===== src/rtl/serial_adder_pkg.sv =====
// Shared types and constants for the bit-serial adder.
package serial_adder_pkg;

  typedef enum logic [1:0] {
    IDLE  = 2'b00,
    SHIFT = 2'b01,
    DONE  = 2'b10
  } state_e;

  localparam int unsigned SA_W_DEFAULT = 8;

endpackage


===== src/rtl/full_adder.sv =====
// Single-bit full adder cell; the datapath slice of the serial adder.
module full_adder (
  input  logic a,
  input  logic b,
  input  logic c,
  output logic sum,
  output logic carry
);

  logic ab_x;

  assign ab_x  = a ^ b;
  assign sum   = ab_x ^ c;
  assign carry = (a & b) | (c & ab_x);

endmodule


===== src/rtl/serial_adder.sv =====
// Bit-serial W-bit adder: one full_adder slice, LSB first, with a registered carry.
// Optional signed-overflow output enabled by defining SERIAL_ADDER_OVF_EN.
module serial_adder
  import serial_adder_pkg::*;
#(
  parameter int unsigned W = SA_W_DEFAULT
) (
  input  logic         clk,
  input  logic         rst_n,
  input  logic         in_valid,
  output logic         in_ready,
  input  logic [W-1:0] op_a,
  input  logic [W-1:0] op_b,
  input  logic         cin,
  output logic         out_valid,
  input  logic         out_ready,
  output logic [W-1:0] sum,
  output logic         cout,
`ifdef SERIAL_ADDER_OVF_EN
  output logic         ovf,
`endif
  output logic         busy
);

  localparam int unsigned CNT_W = $clog2(W + 1);
  localparam logic [CNT_W-1:0] LastCnt = CNT_W'(W - 1);

  state_e           state_q, state_d;
  logic [W-1:0]     a_sr_q, a_sr_d;
  logic [W-1:0]     b_sr_q, b_sr_d;
  logic [W-1:0]     sum_q, sum_d;
  logic [CNT_W-1:0] cnt_q, cnt_d;
  logic             carry_q, carry_d;
  logic             cout_q, cout_d;
  logic             out_valid_q, out_valid_d;
  logic             fa_sum, fa_carry;
`ifdef SERIAL_ADDER_OVF_EN
  logic             ovf_q, ovf_d;
`endif

  full_adder u_fa (
    .a     (a_sr_q[0]),
    .b     (b_sr_q[0]),
    .c     (carry_q),
    .sum   (fa_sum),
    .carry (fa_carry)
  );

  always_comb begin
    state_d     = state_q;
    a_sr_d      = a_sr_q;
    b_sr_d      = b_sr_q;
    sum_d       = sum_q;
    cnt_d       = cnt_q;
    carry_d     = carry_q;
    cout_d      = cout_q;
    out_valid_d = out_valid_q;
`ifdef SERIAL_ADDER_OVF_EN
    ovf_d       = ovf_q;
`endif
    unique case (state_q)
      IDLE: begin
        if (in_valid) begin
          a_sr_d  = op_a;
          b_sr_d  = op_b;
          carry_d = cin;
          cnt_d   = '0;
          sum_d   = '0;
          state_d = SHIFT;
        end
      end
      SHIFT: begin
        a_sr_d  = a_sr_q >> 1;
        b_sr_d  = b_sr_q >> 1;
        // New sum bit enters at the MSB so the LSB lands at bit 0 after W shifts.
        sum_d   = (sum_q >> 1) | (W'(fa_sum) << (W - 1));
        carry_d = fa_carry;
        cnt_d   = cnt_q + CNT_W'(1);
        if (cnt_q == LastCnt) begin
          cout_d      = fa_carry;
          out_valid_d = 1'b1;
`ifdef SERIAL_ADDER_OVF_EN
          ovf_d       = carry_q ^ fa_carry;
`endif
          state_d     = DONE;
        end
      end
      DONE: begin
        if (out_ready) begin
          out_valid_d = 1'b0;
          state_d     = IDLE;
        end
      end
      default: state_d = IDLE;
    endcase
  end

  always_ff @(posedge clk or negedge rst_n) begin
    if (!rst_n) begin
      state_q     <= IDLE;
      a_sr_q      <= '0;
      b_sr_q      <= '0;
      sum_q       <= '0;
      cnt_q       <= '0;
      carry_q     <= 1'b0;
      cout_q      <= 1'b0;
      out_valid_q <= 1'b0;
`ifdef SERIAL_ADDER_OVF_EN
      ovf_q       <= 1'b0;
`endif
    end else begin
      state_q     <= state_d;
      a_sr_q      <= a_sr_d;
      b_sr_q      <= b_sr_d;
      sum_q       <= sum_d;
      cnt_q       <= cnt_d;
      carry_q     <= carry_d;
      cout_q      <= cout_d;
      out_valid_q <= out_valid_d;
`ifdef SERIAL_ADDER_OVF_EN
      ovf_q       <= ovf_d;
`endif
    end
  end

  assign in_ready  = (state_q == IDLE);
  assign busy      = (state_q != IDLE);
  assign out_valid = out_valid_q;
  assign sum       = sum_q;
  assign cout      = cout_q;
`ifdef SERIAL_ADDER_OVF_EN
  assign ovf       = ovf_q;
`endif

endmodule


===== config.mk =====
export PLATFORM = sky130hd
export DESIGN_NAME = serial_adder
export DESIGN_NICKNAME = d
export VERILOG_FILES = /design/src/rtl/serial_adder_pkg.sv /design/src/rtl/full_adder.sv /design/src/rtl/serial_adder.sv
export SDC_FILE = /design/constraint.sdc
export NUM_CORES = 1
export LEC_CHECK = 0
export BUFFER_PORTS_ARGS = -buffer_cell sky130_fd_sc_hd__buf_4
export CORE_ASPECT_RATIO = 1.75
export CORE_MARGIN = 2
export CORE_UTILIZATION = 54
export CTS_BUF_LIST = sky130_fd_sc_hd__clkbuf_16
export DETAILED_ROUTE_END_ITERATION = 8
export MAX_ROUTING_LAYER = met4
export PLACE_DENSITY = 0.84
export RECOVER_POWER = 50
export SLEW_MARGIN = 20
export SYNTH_ARGS = -nofsm -noshare
export SYNTH_HDL_FRONTEND = slang
export SYNTH_HIERARCHICAL = 1
export SYNTH_SLANG_ARGS = --single-unit

===== constraint.sdc =====
create_clock -name clk -period 1.54 [get_ports clk]
set_input_delay 0.385 -clock clk [delete_from_list [all_inputs] [get_ports clk]]
set_output_delay 0.385 -clock clk [all_outputs]
set_load 0.01 [all_outputs]

==> flow_summary.json, run 1 <==
{
  "tightestPinTransition_ps": 807,
  "synth_compound_area_frac": 0.244,
  "synth_cell_types": 30,
  "startpoint": "state_q[1]$_DFFE_PN0P_",
  "instances_no_fill": 212,
  "fin_nets": 207,
  "synth-xor-area-share": 0,
  "wl_per_cell_um": 17.1,
  "cp_cell_sequence": "or2_2, inv_1, buf_4",
  "setup_viol": 0,
  "rr_worst_depth": 5,
  "yosysTopAreaCellShare": 0.505,
  "preCtsSetupSlack_ps": 144,
  "core_area_um2": 2900,
  "stdcell_area_um2": 2000,
  "ant_nets": 0,
  "ys_ff_latch": 33,
  "initial_core_util": 0.565,
  "grt_pass1_vias": 1292,
  "slew-limit-headroom": 0.462,
  "critical_path.slowest_cell": "dfrtp_1",
  "dominantRegCellSynth": "dfrtp_1",
  "synthCells": 150,
  "placed_cells": 201,
  "die_y_um": 76.8,
  "fin_crit_ps": 1530,
  "final_util": 0.689,
  "clock_skew_ps": 5.41,
  "critPathMaxFanout": 2,
  "via_per_inst": 6.04,
  "yosys.area.top_type": "dfrtp_1",
  "synth-simple-area-share": 0.149,
  "clk_path_buf_depth": 2,
  "power.total_mw": 3.80,
  "antenna_found_initial": 0,
  "fp-row-count": 26,
  "placed_area_um2": 1840,
  "grt_use_total": 0.241,
  "timing.hold.ws_ps": 185,
  "gp_congestion": 0.795,
  "period_share": 0.996,
  "status": "finished, final reports clean",
  "dieWidth_um": 45.6,
  "clk_latency_ps": 280,
  "slew_violations": 0,
  "critPathKind": "reg -> out",
  "setup_ws_ps": 5.91,
  "critPathArrivalTime_ps": 1150,
  "place_hpwl_um": 2360,
  "fin_setup_tns_ps": 0,
  "endpoint_kind": "output pin",
  "synth_top_family_by_area": "compound AO/OA/AOI/OAI gates",
  "yosys_warnings": 6,
  "synth_area_leaders": "dfrtp_1, a21oi_1, a22oi_1",
  "grt_pass1_wl_um": 6000,
  "drt-initial-drc-count": 57,
  "hold_path.class": "in -> async",
  "yosysMostFrequentCell": "dfrtp_1",
  "io_pins": 33,
  "setup.worst_path.end": "in_ready",
  "synth_fa_ha_area_frac": 0.0199,
  "finalHoldViolCount": 0,
  "p_leak_nw": 0.969,
  "powerDensity_nw_per_um2": 1900,
  "critical_path.max_stage_delay_ps": 400,
  "required_ps": 1150,
  "io_buffers": 32,
  "drive_gt1_frac": 0.245,
  "netlist_area_um2": 1640,
  "drc": 0,
  "synth_seq_area_share": 0.505,
  "cp-start-kind": "flip-flop",
  "r2r_end": "cout$_DFFE_PN0P_",
  "cap_violations": 0,
  "max_freq_ghz": 0.652,
  "post_cts_resized": 0,
  "wl_um": 3620,
  "cts_max_level": 2,
  "clock_sinks": 33,
  "cts_buffers": 5,
  "die_area_um2": 3500,
  "areaGrowthSynthToFinish_pct": 21.9,
  "clk_pin_slew_ps": 50,
  "synthMuxAreaShare": 0.0130,
  "vias": 1280,
  "peakVddDrop_uv": 1340,
  "async_reset_ff_frac": 1.00,
  "r2r_setup_slack_ps": 90,
  "rr_startpoint": "state_q[1]$_DFFE_PN0P_",
  "rsz0062_at_grt": "no",
  "synth_commonest_cells": "dfrtp_1, a21oi_1, a22oi_1, o21ai_0, a22o_1",
  "syn-num-nets": 173,
  "antenna_cells": 0,
  "gr-total-overflow": 0,
  "synth_edf_count": 0,
  "firstDrtPassIters": 4,
  "grt_max_degree": 34,
  "syn_area_per_cell_um2": 10.9,
  "cts_tree": "done",
  "clockRootBuffer": "clkbuf_16"
}
## worst min path at each step
stage / cells after the start / slack [ps] / startpoint / end
2_1_floorplan: 0 / 90 / rst_n / a_sr_q[0]$_DFFE_PN0P_
3_3_place_gp: 1 / 340 / rst_n / cnt_q[2]$_DFFE_PN0P_
3_5_place_dp: 1 / 350 / rst_n / cnt_q[2]$_DFFE_PN0P_
4_1_cts: 1 / 50 / rst_n / state_q[1]$_DFFE_PN0P_
5_1_grt: 1 / 260 / rst_n / state_q[1]$_DFFE_PN0P_
6_report: 1 / 180 / rst_n / state_q[1]$_DFFE_PN0P_
## cells by family (layout without fill, tap and decap cells)
logic type | Yosys count | count (layout)
AO/OA/AOI/OAI | 62 | 62
adder cells (fa/ha/maj) | 2 | 2
buffers and inverters | 14 | 47
flip-flops | 33 | 33
multiplexers | 2 | 2
AND/OR/NAND/NOR | 37 | 38
## critical path: cells and delay by family, from the launching register on
family        cells  cell delay [ps]
buf+inv           2              170
flops             1              400
simple gates      1              290
## registers in the layout, indices dropped and copies added, names as in the netlist
register	flops
carry_q	1
cnt_q	4
b_sr_q	8
cout	1
sum	8
a_sr_q	8
state_q	2
out_valid	1
## per-layer routing
metal,part of all wire,routed length [µm],global-route usage
met4,0.026,93,0.124
met5,0,0,-
met2,0.55,2000,0.379
met1,0.38,1380,0.281
met3,0.041,150,0.0424
## report_power, final
group          switching (mW)  internal [mW]
Sequential              0.284           1.21
Clock                   0.342          0.576
Combinational           0.684          0.703
## what timing repair did
item                       CTS  global route
setup buffers                2             1
hold buffers                 0             0
cloned                       0             1
setup endpoints to repair    2             3
pin swaps                    0             0
## final cells by class
class / instances / area (µm²)
Multi-Input combinational cell: 104 / 706
Fill cell: 220 / 900
Inverter: 2 / 7.51
Timing Repair Buffer: 38 / 289
Tap cell: 28 / 35.0
Clock inverter: 2 / 7.51
Sequential cell: 33 / 826
Clock buffer: 5 / 125
## placed cells by master, fill, tap and decap left out
| cell | instances |
|---|---|
| nor2_1 | 2 |
| nor2b_4 | 2 |
| or3_1 | 1 |
| and3b_1 | 3 |
| or2_2 | 1 |
| nand3_1 | 3 |
| nor2b_1 | 8 |
| buf_4 | 30 |
| nand2b_1 | 2 |
| buf_12 | 2 |
| a21oi_1 | 18 |
| fa_1 | 1 |
| mux2_2 | 1 |
| and2b_1 | 6 |
| nand3b_1 | 1 |
| a22oi_1 | 12 |
| clkinv_1 | 1 |
| dfrtp_1 | 33 |
| mux2i_1 | 1 |
| clkbuf_16 | 5 |
| o22a_1 | 1 |
| o21ai_1 | 6 |
| clkbuf_2 | 1 |
| inv_1 | 3 |
| o21ai_0 | 12 |
| nand2b_4 | 1 |
| ha_1 | 1 |
| nand2_1 | 7 |
| a22o_1 | 10 |
| o21bai_4 | 1 |
| a21boi_0 | 1 |
| o22ai_1 | 1 |
| clkbuf_1 | 5 |
| nor2b_2 | 1 |
(Power assumes the default switching activity.)
==> inputs of run 2 (changes only) <==
--- a/config.mk
+++ b/config.mk
@@ -6,16 +6,17 @@
 export NUM_CORES = 1
 export LEC_CHECK = 0
 export BUFFER_PORTS_ARGS = -buffer_cell sky130_fd_sc_hd__buf_4
+export CELL_PAD_IN_SITES_DETAIL_PLACEMENT = 1
+export CELL_PAD_IN_SITES_GLOBAL_PLACEMENT = 2
 export CORE_ASPECT_RATIO = 1.75
 export CORE_MARGIN = 2
-export CORE_UTILIZATION = 54
+export CORE_UTILIZATION = 33
 export CTS_BUF_LIST = sky130_fd_sc_hd__clkbuf_16
 export DETAILED_ROUTE_END_ITERATION = 8
 export MAX_ROUTING_LAYER = met4
-export PLACE_DENSITY = 0.84
+export PLACE_DENSITY = 0.82
 export RECOVER_POWER = 50
 export SLEW_MARGIN = 20
 export SYNTH_ARGS = -nofsm -noshare
 export SYNTH_HDL_FRONTEND = slang
-export SYNTH_HIERARCHICAL = 1
 export SYNTH_SLANG_ARGS = --single-unit
==> constraint.sdc (replaced) <==
create_clock -name clk -period 1.7 [get_ports clk]
set_input_delay 0.425 -clock clk [delete_from_list [all_inputs] [get_ports clk]]
set_output_delay 0.425 -clock clk [all_outputs]
set_load 0.01 [all_outputs]
==> run 2 against run 1 <==
  * Area after synthesis shrank 4.3%
  * Synthesized cell count down 0.67%
  * Worst hold slack improved by 69 ps
  * Non-clock buffer count unchanged
  * Via count grew 1.7%
  * Sequential cell count stayed put
  * Clock power shrank 8.1%
  * Routed wire length is 12% higher
  * Register-to-register slack improved by 120 ps
  * Combinational power shrank 11%
  * Critical path type unchanged
==> flow_summary.json, run 2 <==
{
  "cts_tree": "done",
  "wl_um": 4070,
  "final_common_cell": "buf_4",
  "clk_path_buf_depth": 2,
  "critical_path.max_stage_delay_ps": 470,
  "finalHoldViolCount": 0,
  "fin_setup_tns_ps": 0,
  "path_buf_inv": 2,
  "die_area_um2": 5340,
  "drc": 0,
  "yosys_warnings": 0,
  "slew_violations": 0,
  "status": "finished, final reports clean",
  "io_pins": 33,
  "grt_max_degree": 34,
  "required_ps": 1270,
  "grt_pass1_wl_um": 6570,
  "grt_use_total": 0.164,
  "cts_buffers": 5,
  "yosysTopAreaCellShare": 0.527,
  "initial_core_util": 0.339,
  "gr-total-overflow": 0,
  "powerDensity_nw_per_um2": 1740,
  "period_share": 0.969,
  "gp_congestion": 0.738,
  "slew-limit-headroom": 0.422,
  "async_reset_ff_frac": 1.00,
  "critPathKind": "reg -> out",
  "die_y_um": 95.1,
  "syn_area_per_cell_um2": 10.5,
  "critical_path.slowest_cell": "dfrtp_2",
  "max_freq_ghz": 0.607,
  "ant_nets": 0,
  "drt-initial-drc-count": 48,
  "synth_commonest_cells": "dfrtp_1, a21oi_1, a22oi_1",
  "endpoint_kind": "output pin",
  "io_buffers": 32,
  "post_cts_resized": 0,
  "wl_per_cell_um": 17.2,
  "critPathArrivalTime_ps": 1220,
  "dieWidth_um": 56.1,
  "clock_skew_ps": 6.31,
  "fp-row-count": 33,
  "synth_cell_types": 27,
  "synth_edf_count": 0,
  "core_area_um2": 4620,
  "drive_gt1_frac": 0.243,
  "rsz0062_at_grt": "no",
  "critPathMaxFanout": 10,
  "cap_violations": 0,
  "p_leak_nw": 0.929,
  "syn-num-nets": 172,
  "final_cell_mix": "buf_4, dfrtp_1, a21oi_1, a22oi_1",
  "cts_hold_buf": 0,
  "areaGrowthSynthToFinish_pct": 26.4,
  "antenna_found_initial": 0,
  "netlist_area_um2": 1570,
  "final_util": 0.428,
  "synth_area_leaders": "dfrtp_1, a22oi_1, a22o_1",
  "peakVddDrop_uv": 820,
  "cts_max_level": 2,
  "place_hpwl_um": 2940,
  "via_per_inst": 5.49,
  "postCtsSetupBuffers": 0,
  "firstDrtPassIters": 4,
  "antenna_cells": 0,
  "dominantRegCellSynth": "dfrtp_1",
  "setup_viol": 0,
  "cp-start-kind": "flip-flop",
  "hold_path.class": "in -> async",
  "synth_seq_area_share": 0.527,
  "clk_pin_slew_ps": 50,
  "yosys.area.top_type": "dfrtp_1",
  "tightestPinTransition_ps": 867,
  "fin_crit_ps": 1650,
  "clk_latency_ps": 280,
  "clock_sinks": 33,
  "vias": 1302,
  "ys_ff_latch": 33,
  "yosysMostFrequentCell": "dfrtp_1",
  "fin_nets": 207,
  "grt_pass1_vias": 1368,
  "clockRootBuffer": "clkbuf_16",
  "cp_cell_sequence": "or2_2, inv_1, buf_4",
  "crit_family": "flip-flops",
  "synthCells": 149
}
-- run 2: cells by family (layout without fill, tap and decap cells) --
family                   Yosys count  after routing  synth area share
flip-flops                        33             33             0.527
AO/OA/AOI/OAI                     63             63             0.260
adder cells (fa/ha/maj)            2              2            0.0208
buffers and inverters             15             51            0.0487
AND/OR/NAND/NOR                   34             34             0.131
multiplexers                       2              2            0.0128
-- run 2: routing by layer --
metal,vias up,track usage,wire length (µm)
met2,34,0.293,2230
met3,10,0.0339,169
met1,653,0.176,1570
li1,605,-,-
met5,-,-,0
met4,0,0.0675,101
-- run 2: power breakdown --
group	switching (mW)	internal, mW	leakage, nW
clock network	0.314	0.530	0.0748
logic	0.636	0.604	0.426
registers	0.260	1.10	0.429
total	1.21	2.23	0.929
-- run 2: layout make-up --
type	count	area, µm²
Fill cell	550	2640
Multi-Input combinational cell	101	662
Clock buffer	5	125
Sequential cell	33	828
Inverter	5	18.8
Tap cell	52	65.1
Timing Repair Buffer	38	268
Clock inverter	3	13.8
-- run 2: through the flow --
stage	setup slack [ps]	total power [mW]	hold slack, ps	instances	cell area, µm²
floorplan	291	2.12	129	149	1570
global placement	310	2.53	385	229	1860
detailed placement	232	2.65	400	229	1860
CTS	10.1	3.52	103	237	2000
global route	12.5	3.68	317	237	1980
finish	51.9	3.44	254	237	1980
-- run 2: worst paths after layout --
path / from / endpoint / slack, ps / depth (start not counted)
min in group clk: op_a[5] / a_sr_q[5]$_DFFE_PN0P_ / 420 / 3
max reg2reg: state_q[1]$_DFFE_PN0P_ / carry_q$_DFFE_PN0P_ / 210 / 3
max: state_q[1]$_DFFE_PN0P_ / in_ready / 50 / 3
max in group asynchronous: rst_n / state_q[1]$_DFFE_PN0P_ / 850 / 1
min reg2reg: b_sr_q[1]$_DFFE_PN0P_ / b_sr_q[1]$_DFFE_PN0P_ / 510 / 2
min: rst_n / sum[5]$_DFFE_PN0P_ / 250 / 1
==> inputs of run 3 (changes only) <==
--- a/config.mk
+++ b/config.mk
@@ -9,13 +9,14 @@
 export CELL_PAD_IN_SITES_DETAIL_PLACEMENT = 1
 export CELL_PAD_IN_SITES_GLOBAL_PLACEMENT = 2
 export CORE_ASPECT_RATIO = 1.75
-export CORE_MARGIN = 2
+export CORE_MARGIN = 1.5
 export CORE_UTILIZATION = 33
 export CTS_BUF_LIST = sky130_fd_sc_hd__clkbuf_16
 export DETAILED_ROUTE_END_ITERATION = 8
 export MAX_ROUTING_LAYER = met4
 export PLACE_DENSITY = 0.82
 export RECOVER_POWER = 50
+export SETUP_SLACK_MARGIN = 0.15
 export SLEW_MARGIN = 20
 export SYNTH_ARGS = -nofsm -noshare
 export SYNTH_HDL_FRONTEND = slang
==> run 3 against run 2 <==
  * Sequential share of layout area shrank 0.24 points
  * Clock power shrank 3.6%
  * Final cell count grew 0.42%
  * Power shrank 0.69%
  * First-iteration DRC count shrank 48%
  * Core utilization grew 0.24 points
  * Maximum frequency grew 9.6%
  * Combinational power is essentially flat
  * Sequential cell count is the same
  * Critical path type unchanged
  * Highest routed layer unchanged
==> flow_summary.json, run 3 (synthesis results as in run 2) <==
{
  "peakVddDrop_uv": 934,
  "sequentialPowerShare": 0.391,
  "required_ps": 1270,
  "grt_use_total": 0.184,
  "clockRootBuffer": "clkbuf_16",
  "dieWidth_um": 55.1,
  "timing.hold.ws_ps": 253,
  "cp-start-kind": "flip-flop",
  "io_buffers": 32,
  "io_pins": 33,
  "place_hpwl_um": 2800,
  "vias": 1269,
  "core_area_um2": 4620,
  "p_int_mw": 2.24,
  "fin_setup_tns_ps": 0,
  "fin_crit_ps": 1500,
  "clk_path_buf_depth": 2,
  "p_leak_nw": 0.928,
  "gp_congestion": 0.737,
  "p_switching_mw": 1.18,
  "fin_nets": 210,
  "powerDensity_nw_per_um2": 1720,
  "setup_viol": 0,
  "endpoint_kind": "output pin",
  "drive_gt1_frac": 0.247,
  "slew_violations": 0,
  "tightestPinTransition_ps": 848,
  "wl_um": 3920,
  "areaGrowthSynthToFinish_pct": 27.2,
  "cap_violations": 0,
  "clock_sinks": 33,
  "swShare": 0.345,
  "period_share": 0.885,
  "setup_ws_ps": 196,
  "clock_skew_ps": 4.61,
  "firstDrtPassIters": 4,
  "grt_max_degree": 34,
  "gr-total-overflow": 0,
  "via_per_inst": 5.33,
  "cts_tree": "done",
  "die_area_um2": 5190,
  "wl_per_cell_um": 16.5,
  "preCtsSetupSlack_ps": 254,
  "slew-limit-headroom": 0.434,
  "antenna_cells": 0,
  "final_cell_mix": "buf_4, dfrtp_1, a21oi_1, a22oi_1, o21ai_1",
  "hold_path.class": "in -> async",
  "drt-initial-drc-count": 25,
  "final_util": 0.431,
  "power_frac_clock": 0.238,
  "finalHoldViolCount": 0,
  "power.total_mw": 3.42,
  "critPathMaxFanout": 2,
  "critPathKind": "reg -> out",
  "grt_pass1_wl_um": 6660,
  "clk_latency_ps": 270,
  "ant_nets": 0,
  "critPathArrivalTime_ps": 1080,
  "rsz0062_at_grt": "no",
  "antenna_found_initial": 0,
  "cts_max_level": 2,
  "fp-row-count": 33,
  "drc": 0,
  "cts_buffers": 5,
  "initial_core_util": 0.339,
  "clk_pin_slew_ps": 50,
  "die_y_um": 94.1,
  "grt_pass1_vias": 1383,
  "nFillCells": 549,
  "max_freq_ghz": 0.665,
  "final_common_cell": "buf_4",
  "power_frac_comb": 0.370,
  "status": "finished, final reports clean"
}
[run 3: cell types whose count changed in the layout (fill, tap and decap cells not counted), sizes merged]
cell / before / now
inv: 6 / 5
clkbuf: 10 / 12
clkinv: 2 / 1
buf: 33 / 34
[run 3: final timing paths]
path / slack, ps / depth (start not counted) / endpoint / startpoint
worst max-delay path: 200 / 3 / in_ready / state_q[0]$_DFFE_PN0P_
worst min-delay path: 250 / 1 / cnt_q[1]$_DFFE_PN0P_ / rst_n
worst max register to register: 220 / 6 / b_sr_q[7]$_DFFE_PN0P_ / state_q[1]$_DFFE_PN0P_
worst min register to register: 490 / 2 / b_sr_q[2]$_DFFE_PN0P_ / b_sr_q[2]$_DFFE_PN0P_
max in group asynchronous: 870 / 1 / state_q[0]$_DFFE_PN0P_ / rst_n
min in group clk: 410 / 2 / state_q[1]$_DFFE_PN0P_ / out_ready
[run 3: layer usage]
| layer | vias up | track usage | part of all wire |
|---|---|---|---|
| li1 | 606 | - | - |
| met1 | 625 | 0.214 | 0.39 |
| met2 | 33 | 0.305 | 0.55 |
| met3 | 5 | 0.0334 | 0.038 |
| met4 | 0 | 0.0732 | 0.020 |
| met5 | - | - | 0 |
[run 3: power groups by stage]
| stage | clock [mW] | sequential [mW] | combinational [mW] |
|---|---|---|---|
| 2_1_floorplan | 0 | 1.32 | 0.794 |
| 3_3_place_gp | 0 | 1.33 | 1.20 |
| 3_5_place_dp | 0 | 1.37 | 1.28 |
| 4_1_cts | 0.844 | 1.34 | 1.32 |
| 5_1_grt | 0.874 | 1.39 | 1.45 |
| 6_report | 0.815 | 1.34 | 1.27 |
[run 3: through the flow]
step,instances,instance area [µm²]
floorplan,149,1570
global placement,229,1860
detailed placement,229,1860
CTS,237,2010
global route,238,1990
finish,238,1990
[run 3: worst max-delay path: stages, from the launching register on]
cell and delay (ps):
dfrtp_2 400, or2_4 250, inv_1 60, buf_4 110
[run 3: cell type report]
cell class	count	area (µm²)	share of cell area
multi-input cells	101	667	0.335
inverters	5	18.8	0.00942
repair buffers	41	283	0.142
well taps	52	65.1	0.0327
flip-flops and latches	33	828	0.416
clock buffers	5	125	0.0628
clock inverters	1	5.00	0.00251
[run 3: repair_timing]
| item | in CTS | in global routing |
|---|---|---|
| endpoints found under the setup margin | 2 | 1 |
| hold buffers | 0 | 0 |
| pin swaps | 0 | 0 |
| resized for setup | 3 | 1 |
| buffers inserted | 2 | 1 |
| gates cloned | 0 | 0 |
